**config.mk**
```make
export PLATFORM = sky130hd
export DESIGN_NAME = recv
export DESIGN_NICKNAME = d
export VERILOG_FILES = /design/src/rtl/recv.sv
export SDC_FILE = /design/constraint.sdc
export NUM_CORES = 1
export LEC_CHECK = 0
export BUFFER_PORTS_ARGS = -buffer_cell sky130_fd_sc_hd__buf_4
export CAP_MARGIN = 10
export CORE_ASPECT_RATIO = 2
export CORE_UTILIZATION = 50
export CTS_BUF_LIST = sky130_fd_sc_hd__clkbuf_2
export DETAILED_ROUTE_END_ITERATION = 10
export PLACE_DENSITY = 0.7
export SYNTH_ARGS = -nofsm -noshare
export SYNTH_HDL_FRONTEND = slang
export SYNTH_SLANG_ARGS = --single-unit
```
**constraint.sdc**
```tcl
create_clock -name clk -period 1.9 [get_ports clk]
set_input_delay 0.285 -clock clk [delete_from_list [all_inputs] [get_ports clk]]
set_output_delay 0.285 -clock clk [all_outputs]
set_load 0.005 [all_outputs]
```
**src/rtl/recv.sv**
```systemverilog
// 8N1 UART receiver with oversampled mid-bit sampling and a valid/ack handshake.
// Optional build macro RECV_MAJORITY_EN: 2-of-3 majority vote around each mid-bit sample.
module recv #(
  parameter int CLKFREQ    = 12_000_000,
  parameter int BAUD       = 9600,
  parameter int OVERSAMPLE = 16
) (
  input  logic       clk,
  input  logic       reset,
  input  logic       rxpin,
  input  logic       ack,
  output logic [7:0] char,
  output logic       rxvalid,
  output logic       busy,
  output logic       frame_err,
  output logic       overrun
);

  localparam int DIV = CLKFREQ / (BAUD * OVERSAMPLE);
  localparam int CW  = (DIV > 1) ? $clog2(DIV) : 1;
  localparam int TW  = $clog2(OVERSAMPLE);
`ifdef RECV_MAJORITY_EN
  // Decisions land one tick late so the third vote (tick N+1) is available.
  localparam int START_N = OVERSAMPLE / 2 + 1;
`else
  localparam int START_N = OVERSAMPLE / 2;
`endif

  typedef enum logic [2:0] {IDLE, START, DATA, STOP, WAITHI} state_t;

  state_t          state_q;
  logic            sync1_q, sync2_q;
  logic [CW-1:0]   cnt_q;
  logic [TW-1:0]   tcnt_q;
  logic [2:0]      bitn_q;
  logic [7:0]      shift_q;
  logic [7:0]      char_q;
  logic            rxvalid_q;
  logic            frame_err_q;
  logic            overrun_q;
  logic            rxs;
  logic            tick;
  logic            samp;

  assign rxs  = sync2_q;
  assign tick = (cnt_q == CW'(DIV - 1));

`ifdef RECV_MAJORITY_EN
  logic [1:0] vote_q;

  function automatic logic maj3(input logic a, input logic b, input logic c);
    return (a & b) | (a & c) | (b & c);
  endfunction

  assign samp = maj3(vote_q[1], vote_q[0], rxs);

  always_ff @(posedge clk or negedge reset) begin
    if (!reset)    vote_q <= 2'b11;
    else if (tick) vote_q <= {vote_q[0], rxs};
  end
`else
  assign samp = rxs;
`endif

  always_ff @(posedge clk or negedge reset) begin
    if (!reset) begin
      sync1_q <= 1'b1;
      sync2_q <= 1'b1;
    end else begin
      sync1_q <= rxpin;
      sync2_q <= sync1_q;
    end
  end

  always_ff @(posedge clk or negedge reset) begin
    if (!reset) begin
      state_q     <= IDLE;
      cnt_q       <= '0;
      tcnt_q      <= '0;
      bitn_q      <= '0;
      shift_q     <= '0;
      char_q      <= '0;
      rxvalid_q   <= 1'b0;
      frame_err_q <= 1'b0;
      overrun_q   <= 1'b0;
    end else begin
      frame_err_q <= 1'b0;
      cnt_q       <= tick ? '0 : cnt_q + 1'b1;
      if (ack && rxvalid_q) begin
        rxvalid_q <= 1'b0;
        overrun_q <= 1'b0;
      end
      case (state_q)
        IDLE: begin
          cnt_q  <= '0;
          tcnt_q <= '0;
          bitn_q <= '0;
          if (!rxs) state_q <= START;
        end
        START: if (tick) begin
          if (tcnt_q == TW'(START_N - 1)) begin
            tcnt_q  <= '0;
            state_q <= samp ? IDLE : DATA;
          end else begin
            tcnt_q <= tcnt_q + 1'b1;
          end
        end
        DATA: if (tick) begin
          if (tcnt_q == TW'(OVERSAMPLE - 1)) begin
            tcnt_q  <= '0;
            shift_q <= {samp, shift_q[7:1]};
            bitn_q  <= bitn_q + 1'b1;
            if (bitn_q == 3'd7) state_q <= STOP;
          end else begin
            tcnt_q <= tcnt_q + 1'b1;
          end
        end
        STOP: if (tick) begin
          if (tcnt_q == TW'(OVERSAMPLE - 1)) begin
            tcnt_q <= '0;
            if (samp) begin
              char_q    <= shift_q;
              rxvalid_q <= 1'b1;
              // An ack on the completing edge consumes the old byte, so no overrun.
              if (ack)            overrun_q <= 1'b0;
              else if (rxvalid_q) overrun_q <= 1'b1;
              state_q <= IDLE;
            end else begin
              frame_err_q <= 1'b1;
              state_q     <= WAITHI;
            end
          end else begin
            tcnt_q <= tcnt_q + 1'b1;
          end
        end
        WAITHI: if (rxs) begin
          cnt_q   <= '0;
          state_q <= IDLE;
        end
        default: state_q <= IDLE;
      endcase
    end
  end

  assign char      = char_q;
  assign rxvalid   = rxvalid_q;
  assign busy      = (state_q != IDLE);
  assign frame_err = frame_err_q;
  assign overrun   = overrun_q;

endmodule

```
==> impl_metrics.env, run 1 <==
export IMPL_status="finished, final reports clean"
export IMPL_numPortBuffers=15
export IMPL_vias_per_cell=5.47
export IMPL_r2r_start="tcnt_q[0]"
export IMPL_synth_main_ff_cell="dfrtp_1"
export IMPL_cts_sinks=38
export IMPL_yosysTopAreaCell="dfrtp_1"
export IMPL_ant_nets=0
export IMPL_yosysTopAreaCellShare_pct=49.3
export IMPL_min_to="overrun"
export IMPL_insertedDiodeCount=0
export IMPL_r2r_cells=5
export IMPL_setup_tns_ns=0
export IMPL_max_freq_mhz=558
export IMPL_drt_initial_drc_count=12
export IMPL_finalNonFillerCells=223
export IMPL_worst_r2r_endpoint="char[0]"
export IMPL_grt_overflow_total=0
export IMPL_synthTopCellsByArea="dfrtp_1 49%, mux2_2 9.9%, ha_1 3.4%"
export IMPL_worstPathMaxFanout=11
export IMPL_relSlewSlack_pct=64.0
export IMPL_drtPass1Iterations=4
export IMPL_die_width_um=44.7
export IMPL_synth_compound_area_share_pct=9.66
export IMPL_worstHoldPathType="in2reg"
export IMPL_maxCapViolations=0
export IMPL_required_ns=2.20
export IMPL_ys_types=48
export IMPL_crit_type="reg2reg"
export IMPL_setup_violations=0
export IMPL_drt_wirelength_per_cell_um=14.6
export IMPL_synth_edff_count=0
export IMPL_r2r_setup_slack_ns=0.11
export IMPL_worstSetupEndpointType="register"
export IMPL_root_buffer="clkbuf_2"
export IMPL_synth_common_cells="36 x dfrtp_1, 16 x mux2_2, 14 x nor2_1"
export IMPL_rsz0062_at_grt="false"
export IMPL_ir_drop_uv=376
export IMPL_synth_xor_area_share_pct=2.40
export IMPL_grt_antenna_before_repair=0
export IMPL_cts_tree="done"
export IMPL_grt_max_degree=39
export IMPL_power_density_nw_per_um2=638
export IMPL_dp_cells=213
export IMPL_cts_htree_levels=2
export IMPL_coreArea_um2=3450
export IMPL_period_share_pct=94.3
export IMPL_ys_warn_count=0
export IMPL_rows=30
export IMPL_synthesis_area_um2=1830
export IMPL_grt_usage_pct=20.0
export IMPL_synthSimpleGateAreaFrac_pct=20.7
export IMPL_worstPathArrival_ns=2.09
export IMPL_clk_latency_ns=0.39
export IMPL_yosys_area_share_adder_pct=3.43
export IMPL_grt_pass1_wl_mm=5.66
export IMPL_pin_count=16
export IMPL_start_util_pct=52.9
export IMPL_worst_pin_slew_ns=0.536
export IMPL_hold_start="ack"
export IMPL_slew_viol_final=0
export IMPL_synth_area_per_cell_um2=12.2
export IMPL_muxShareOfSynthArea_pct=9.87
export IMPL_async_flop_share_pct=100
export IMPL_synth_nets=159
export IMPL_synth_seq_area_share_pct=52.2
export IMPL_die_area_um2=3910
export IMPL_nets=183
export IMPL_area_delta_synth_final_pct=15.2
export IMPL_synth_most_common_cell="dfrtp_1"
export IMPL_synth_top_family_by_area="simple AND/OR/NAND/NOR gates"
export IMPL_worstSetupStartpointType="register"
export IMPL_layout_drive_gt1_share_pct=34.9
export IMPL_hold_path_cell_count=2
export IMPL_p_leak_nw=1.02
export IMPL_synthCells=150
export IMPL_skew_ns=0.0249
export IMPL_vias=1219
export IMPL_routed_wirelength_mm=3.25
export IMPL_cts_buffers_inserted=5
export IMPL_dp_hpwl_mm=2.32
export IMPL_drc=0
export IMPL_clock_path_buffers=2
export IMPL_globalplace_congestion=0.853
export IMPL_dieHeight_um=87.5
export IMPL_path_clk_slew_ns=0.20
export IMPL_grt_pass1_vias=1286
export IMPL_yosys_register_bits=38
export IMPL_finalHoldViolations=0
export IMPL_finalCriticalPeriod_ns=1.79
[report_power, final]
| group | internal [W] | switching [W] |
|---|---|---|
| Combinational | 0.00000704 | 0.0000166 |
| Clock | 0.000221 | 0.000281 |
| Sequential | 0.000814 | 0.00000251 |
[state kept, by name, summed over array words and instances (netlist names)]
| register | cells |
|---|---|
| bitn_q | 3 |
| char | 8 |
| cnt_q | 7 |
| frame_err | 1 |
| overrun | 1 |
| rxs | 1 |
| rxvalid | 1 |
| shift_q | 8 |
| state_q | 3 |
| sync1_q | 1 |
| tcnt_q | 4 |
[final cells by class]
cell class	count	area, um^2
Tap cell	48	60.1
Sequential cell	38	955
Inverter	3	11.3
Clock inverter	3	45.0
Fill cell	311	1350
Multi-Input combinational cell	105	841
Clock buffer	5	25.0
Timing Repair Buffer	21	166
[worst max-delay path by stage]
| stage | startpoint | end | cells past startpoint |
|---|---|---|---|
| 2_1_floorplan | cnt_q[1] | char[1] | 6 |
| 3_3_place_gp | cnt_q[1] | char[0] | 6 |
| 3_5_place_dp | cnt_q[1] | char[2] | 6 |
| 4_1_cts | tcnt_q[1] | char[2] | 5 |
| 5_1_grt | cnt_q[1] | tcnt_q[3] | 6 |
| 6_report | tcnt_q[0] | char[0] | 5 |
[routing by layer]
layer | GRT usage (%) | up-vias | part of all wire, %
met1 | 22.1 | 597 | 40
met4 | 10.7 | 0 | 2.6
li1 | - | 586 | -
met2 | 34.6 | 26 | 54
met5 | 0 | - | 0
met3 | 3.73 | 10 | 2.9
[worst max-delay path, cell delays in order, from the launching register on]
cell and delay (ns):
dfrtp_1 0.43, ha_1 0.28, nand3_2 0.21, nor4_4 0.26, buf_6 0.19, mux2_2 0.34
[cell families after synthesis]
group	after synthesis
buf+inv	7
xor+xnor	5
fa+ha+maj	5
simple gates	56
compound gates	23
mux	16
flops	38
[layout by cell type (no fill, tap or decap), types with 2 or more instances in the layout]
cell type / instances
dfrtp_1: 35
buf_4: 18
mux2_2: 16
nor2_1: 14
nand2_1: 9
nand3_1: 7
o21ai_0: 5
ha_1: 5
clkbuf_2: 5
xor2_1: 3
inv_1: 3
or3_1: 2
or2_2: 2
nor2b_1: 2
xnor2_1: 2
nand4b_1: 2
a21oi_1: 2
nor3_4: 2
a2bb2oi_1: 2
a31oi_1: 2
nand3b_1: 2
a22oi_1: 2
clkinvlp_4: 2
dlygate4sd3_1: 2
dfstp_2: 2
[what timing repair did]
| item | 4_1_cts | 5_1_grt |
|---|---|---|
| gates resized for setup | 0 | 2 |
| buffers inserted | 0 | 0 |
| endpoints found under the hold margin | 37 | 0 |
| hold buffers | 2 | 0 |
| setup endpoints to repair | 0 | 7 |
[through the flow]
step / instance area (um^2) / hold slack (ns) / total power, W / setup WS (ns) / utilization [%]
detailed placement: 2010 / 0.280 / 0.000852 / 0.0894 / 58.2
floorplan: 1830 / -0.0106 / 0.000830 / 0.174 / -
global placement: 2010 / 0.269 / 0.000851 / 0.134 / 58.2
CTS: 2100 / 0.0434 / 0.00136 / 0.0726 / 60.8
global route: 2100 / 0.0555 / 0.00140 / 0.00270 / 60.9
finish: 2100 / 0.0772 / 0.00134 / 0.107 / 60.9
Power figures use the tool's default switching activity.
==> inputs of run 2 (changes only) <==
==> constraint.sdc (replaced) <==
create_clock -name clk -period 1.9 [get_ports clk]
set_input_delay 0.19 -clock clk [delete_from_list [all_inputs] [get_ports clk]]
set_output_delay 0.19 -clock clk [all_outputs]
set_load 0.005 [all_outputs]
==> impl_metrics.env, run 2 (synthesis gave the netlist of run 1 again) <==
export IMPL_status="finished, final reports clean"
export IMPL_worstSetupStartpointType="register"
export IMPL_p_int_w=0.00104
export IMPL_power_share_switching_pct=22.5
export IMPL_grt_usage_pct=20.2
export IMPL_layout_commonest_cell="dfrtp_1"
export IMPL_power_density_nw_per_um2=637
export IMPL_drc=0
export IMPL_seqPwrFrac_pct=60.7
export IMPL_nets=184
export IMPL_final_util_pct=61.2
export IMPL_pin_count=16
export IMPL_dp_cells=213
export IMPL_p_leak_nw=1.02
export IMPL_fin_ws_ns=0.0993
export IMPL_dr_wl_met2_mm=1.79
export IMPL_period_share_pct=94.8
export IMPL_wl_met3_um=100
export IMPL_coreArea_um2=3450
export IMPL_maxCapViolations=0
export IMPL_power_switching_w=0.000303
export IMPL_relSlewSlack_pct=64.6
export IMPL_worstSetupEndpointType="register"
export IMPL_die_area_um2=3910
export IMPL_ant_nets=0
export IMPL_r2r_cells=5
export IMPL_drt_initial_drc_count=13
export IMPL_final_cell_mix="36 x dfrtp_1, 18 x buf_4, 16 x mux2_2"
export IMPL_grt_max_degree=39
export IMPL_top_layer="met4"
export IMPL_cts_buffers_inserted=5
export IMPL_setup_tns_ns=0
export IMPL_layout_drive_gt1_share_pct=34.1
export IMPL_place_area_um2=2010
export IMPL_die_width_um=44.7
export IMPL_grt_overflow_total=0
export IMPL_vias_per_cell=5.47
export IMPL_clock_path_buffers=2
export IMPL_cts_sinks=38
export IMPL_routed_wirelength_mm=3.27
export IMPL_numPortBuffers=15
export IMPL_insertedDiodeCount=0
export IMPL_ir_drop_uv=377
export IMPL_required_ns=2.20
export IMPL_globalplace_congestion=0.853
export IMPL_worstHoldPathType="in2async"
export IMPL_r2r_setup_slack_ns=0.1
export IMPL_cts_htree_levels=2
export IMPL_grt_pass1_wl_mm=5.71
export IMPL_regArea_um2=953
export IMPL_crit_type="reg2reg"
export IMPL_finalCriticalPeriod_ns=1.80
export IMPL_final_area_um2=2110
export IMPL_cts_tree="done"
export IMPL_rsz0062_at_grt="false"
export IMPL_pwr_share_comb_pct=1.9
export IMPL_skew_ns=0.0259
export IMPL_dp_hpwl_mm=2.32
export IMPL_rows=30
export IMPL_worstPathMaxFanout=11
export IMPL_worst_pin_slew_ns=0.528
export IMPL_setup_violations=0
export IMPL_start_util_pct=52.9
export IMPL_finalNonFillerCells=224
export IMPL_pwr_share_clk_pct=37.5
export IMPL_nFillCells=308
export IMPL_drt_wirelength_per_cell_um=14.6
export IMPL_clk_latency_ns=0.39
export IMPL_dieHeight_um=87.5
export IMPL_root_buffer="clkbuf_2"
export IMPL_vias=1226
export IMPL_multi_input_area_um2=841
export IMPL_grt_pass1_vias=1289
export IMPL_area_delta_synth_final_pct=15.7
export IMPL_pre_cts_ws_ns=0.0894
export IMPL_grt_antenna_before_repair=0
export IMPL_path_clk_slew_ns=0.22
export IMPL_max_freq_mhz=555
export IMPL_slew_viol_final=0
export IMPL_finalHoldViolations=0
export IMPL_wl_met1_mm=1.30
export IMPL_worstPathArrival_ns=2.10
export IMPL_drtPass1Iterations=4
[run 2: cell count changes in the layout (fill, tap and decap cells not counted)]
cell	delta
dlygate4sd3_1	+1
dfrtp_1	+1
dfrtp_2	-1
[run 2: metal layers]
metal | GRT usage (%) | vias to the layer above
met2 | 35.0 | 25
li1 | - | 586
met4 | 10.7 | 0
met3 | 3.73 | 8
met1 | 22.2 | 607
met5 | 0 | -
[run 2: through the flow]
step | power, W | hold WS [ns]
final | 0.00135 | 0.254
after floorplan | 0.000830 | -0.106
after global routing | 0.00140 | 0.283
after CTS | 0.00137 | 0.250
after global placement | 0.000851 | 0.174
after detailed placement | 0.000852 | 0.185
[run 2: path summary, 6_finish.rpt]
| path | start | end |
|---|---|---|
| worst min-delay path | reset | bitn_q[0] |
| worst max register to register | tcnt_q[0] | char[0] |
| max in group asynchronous | reset | sync1_q |
| worst min register to register | sync1_q | rxs |
| worst max-delay path | tcnt_q[0] | char[0] |
| min in group clk | sync1_q | rxs |
[run 2: worst max-delay path, stage by stage (launching register included)]
cell and delay (ns):
dfrtp_1 0.43, ha_1 0.28, nand3_2 0.21, nor4_4 0.26
buf_6 0.19, mux2_2 0.35
[run 2: repair_timing]
action                     CTS  global route
hold buffers                 3             0
hold endpoints to repair    39             0
buffers inserted             0             0
setup endpoints to repair    0             7
gates resized for setup      0             1
[run 2: cell type report]
class | count | area share (%)
Inverter | 3 | 0.533
Tap cell | 48 | 2.84
Sequential cell | 38 | 45.1
Clock buffer | 5 | 1.18
Timing Repair Buffer | 22 | 8.35
Multi-Input combinational cell | 105 | 39.8
Clock inverter | 3 | 2.13
[run 2: power groups by stage]
stage	logic, W	registers [W]	clock network (W)
floorplan	0.000000423	0.000830	0
CTS	0.0000269	0.000817	0.000523
global route	0.0000295	0.000818	0.000555
global placement	0.0000207	0.000830	0
detailed placement	0.0000217	0.000830	0
finish	0.0000252	0.000817	0.000504
==> inputs of run 3 (changes only) <==
==> constraint.sdc (replaced) <==
create_clock -name clk -period 1.9 [get_ports clk]
set_input_delay 0.38 -clock clk [delete_from_list [all_inputs] [get_ports clk]]
set_output_delay 0.38 -clock clk [all_outputs]
set_load 0.005 [all_outputs]
==> impl_metrics.env, run 3 (synthesis gave the netlist of run 1 again) <==
export IMPL_status="finished, final reports clean"
export IMPL_insertedDiodeCount=0
export IMPL_grt_use_met1_pct=22.1
export IMPL_pwr_share_clk_pct=37.4
export IMPL_relSlewSlack_pct=64.0
export IMPL_finalHoldViolations=0
export IMPL_grt_overflow_total=0
export IMPL_dieHeight_um=87.5
export IMPL_power_density_nw_per_um2=629
export IMPL_nets=186
export IMPL_slew_viol_final=0
export IMPL_drtPass1Iterations=4
export IMPL_ant_nets=0
export IMPL_root_buffer="clkbuf_2"
export IMPL_path_buf_inv=1
export IMPL_layout_drive_gt1_share_pct=37.1
export IMPL_min_to="sync1_q"
export IMPL_rsz0062_at_grt="false"
export IMPL_clock_path_buffers=2
export IMPL_skew_ns=0.0217
export IMPL_worst_r2r_endpoint="char[0]"
export IMPL_path_clk_slew_ns=0.21
export IMPL_cts_htree_levels=2
export IMPL_met2_usage_pct=34.5
export IMPL_coreArea_um2=3450
export IMPL_grt_pass1_vias=1286
export IMPL_path_delay_family="simple AND/OR/NAND/NOR gates"
export IMPL_place_area_um2=2010
export IMPL_grt_max_degree=39
export IMPL_globalRoute_busiestLayer="met2"
export IMPL_worstSetupStartpoint="tcnt_q[1]"
export IMPL_worstHoldPathType="in2reg"
export IMPL_setup_tns_ns=0
export IMPL_final_cell_mix="34 x dfrtp_1, 21 x buf_4, 16 x mux2_2"
export IMPL_power_w=0.00134
export IMPL_worstPathMaxFanout=11
export IMPL_final_area_um2=2130
export IMPL_power_switching_w=0.000299
export IMPL_cts_buffers_inserted=5
export IMPL_pwr_share_comb_pct=1.6
export IMPL_grtUsageMet3_pct=3.73
export IMPL_routed_wirelength_mm=3.26
export IMPL_setup_violations=0
export IMPL_grt_usage_pct=19.9
export IMPL_pin_count=16
export IMPL_r2r_setup_slack_ns=0.1
export IMPL_period_share_pct=94.8
export IMPL_max_stage_delay_ns=0.43
export IMPL_worstSetupEndpointType="register"
export IMPL_p_leak_nw=1.03
export IMPL_die_area_um2=3910
export IMPL_hold_path_cell_count=1
export IMPL_drt_initial_drc_count=14
export IMPL_drc=0
export IMPL_path_cells="ha_1, nand3_2, nor4_4, buf_6, mux2_2"
export IMPL_vias_per_cell=5.48
export IMPL_cts_sinks=38
export IMPL_area_delta_synth_final_pct=16.6
export IMPL_ir_drop_uv=377
export IMPL_dp_hpwl_mm=2.32
export IMPL_final_util_pct=61.6
export IMPL_crit_slowest_cell="dfrtp_1"
export IMPL_required_ns=2.20
export IMPL_worstPathArrival_ns=2.10
export IMPL_rows=30
export IMPL_cts_tree="done"
export IMPL_die_width_um=44.7
export IMPL_start_util_pct=52.9
export IMPL_crit_type="reg2reg"
export IMPL_maxCapViolations=0
export IMPL_worst_pin_slew_ns=0.537
export IMPL_globalplace_congestion=0.853
export IMPL_finalNonFillerCells=226
export IMPL_max_freq_mhz=555
export IMPL_clk_latency_ns=0.39
export IMPL_hold_start="rxpin"
export IMPL_grt_pass1_wl_mm=5.65
export IMPL_drt_wirelength_per_cell_um=14.4
export IMPL_vias=1238
export IMPL_power_share_switching_pct=22.3
export IMPL_r2r_cells=5
export IMPL_numPortBuffers=15
export IMPL_layout_commonest_cell="dfrtp_1"
export IMPL_finalCriticalPeriod_ns=1.80
export IMPL_p_int_w=0.00104
export IMPL_worstSetupStartpointType="register"
export IMPL_seqPwrFrac_pct=61.0
export IMPL_r2r_start="tcnt_q[1]"
export IMPL_grt_antenna_before_repair=0
export IMPL_dp_cells=213
## run 3: changes by cell type in the layout (fill, tap and decap cells not counted)
cell           before  now
dlygate4sd3_1       3    1
buf_4              18   21
dfrtp_2             0    2
dfrtp_1            36   34
buf_6               1    2
## run 3: metrics by stage
step	worst slack, ns	hold slack, ns
finish	0.0995	0.0929
global placement	0.134	0.347
floorplan	0.174	0.0844
global route	0.00280	0.0540
detailed placement	0.0894	0.349
CTS	0.0342	0.0597
## run 3: layer usage
| layer | part of all wire [%] | up-vias |
|---|---|---|
| li1 | - | 591 |
| met1 | 40 | 616 |
| met2 | 55 | 23 |
| met3 | 2.8 | 8 |
| met4 | 2.3 | 0 |
| met5 | 0 | - |
## run 3: layout make-up
| type | count | area (um^2) |
|---|---|---|
| clock inverters | 3 | 45.0 |
| flip-flops and latches | 38 | 956 |
| well taps | 48 | 60.1 |
| multi-input cells | 105 | 841 |
| fillers | 308 | 1330 |
| repair buffers | 24 | 190 |
| inverters | 3 | 11.3 |
| clock buffers | 5 | 25.0 |
## run 3: how the worst max path moves through the flow
stage / end / slack [ns] / depth (start not counted)
3_3_place_gp: char[0] / 0.13 / 6
6_report: char[0] / 0.1 / 5
3_5_place_dp: char[2] / 0.09 / 6
4_1_cts: busy / 0.03 / 2
2_1_floorplan: char[1] / 0.17 / 6
5_1_grt: tcnt_q[3] / 0.003 / 6
## run 3: timing repair
| item | CTS | global route |
|---|---|---|
| setup buffers | 0 | 4 |
| endpoints found under the setup margin | 1 | 7 |
| hold endpoints to repair | 36 | 0 |
| gates resized for setup | 1 | 3 |
| hold buffers | 1 | 0 |
## run 3: power by group through the flow
stage	sequential [W]	clock [W]	combinational, W
after floorplan	0.000830	0	0.000000423
after global placement	0.000830	0	0.0000207
after detailed placement	0.000830	0	0.0000217
after CTS	0.000817	0.000523	0.0000236
after global routing	0.000818	0.000555	0.0000261
final	0.000816	0.000501	0.0000220
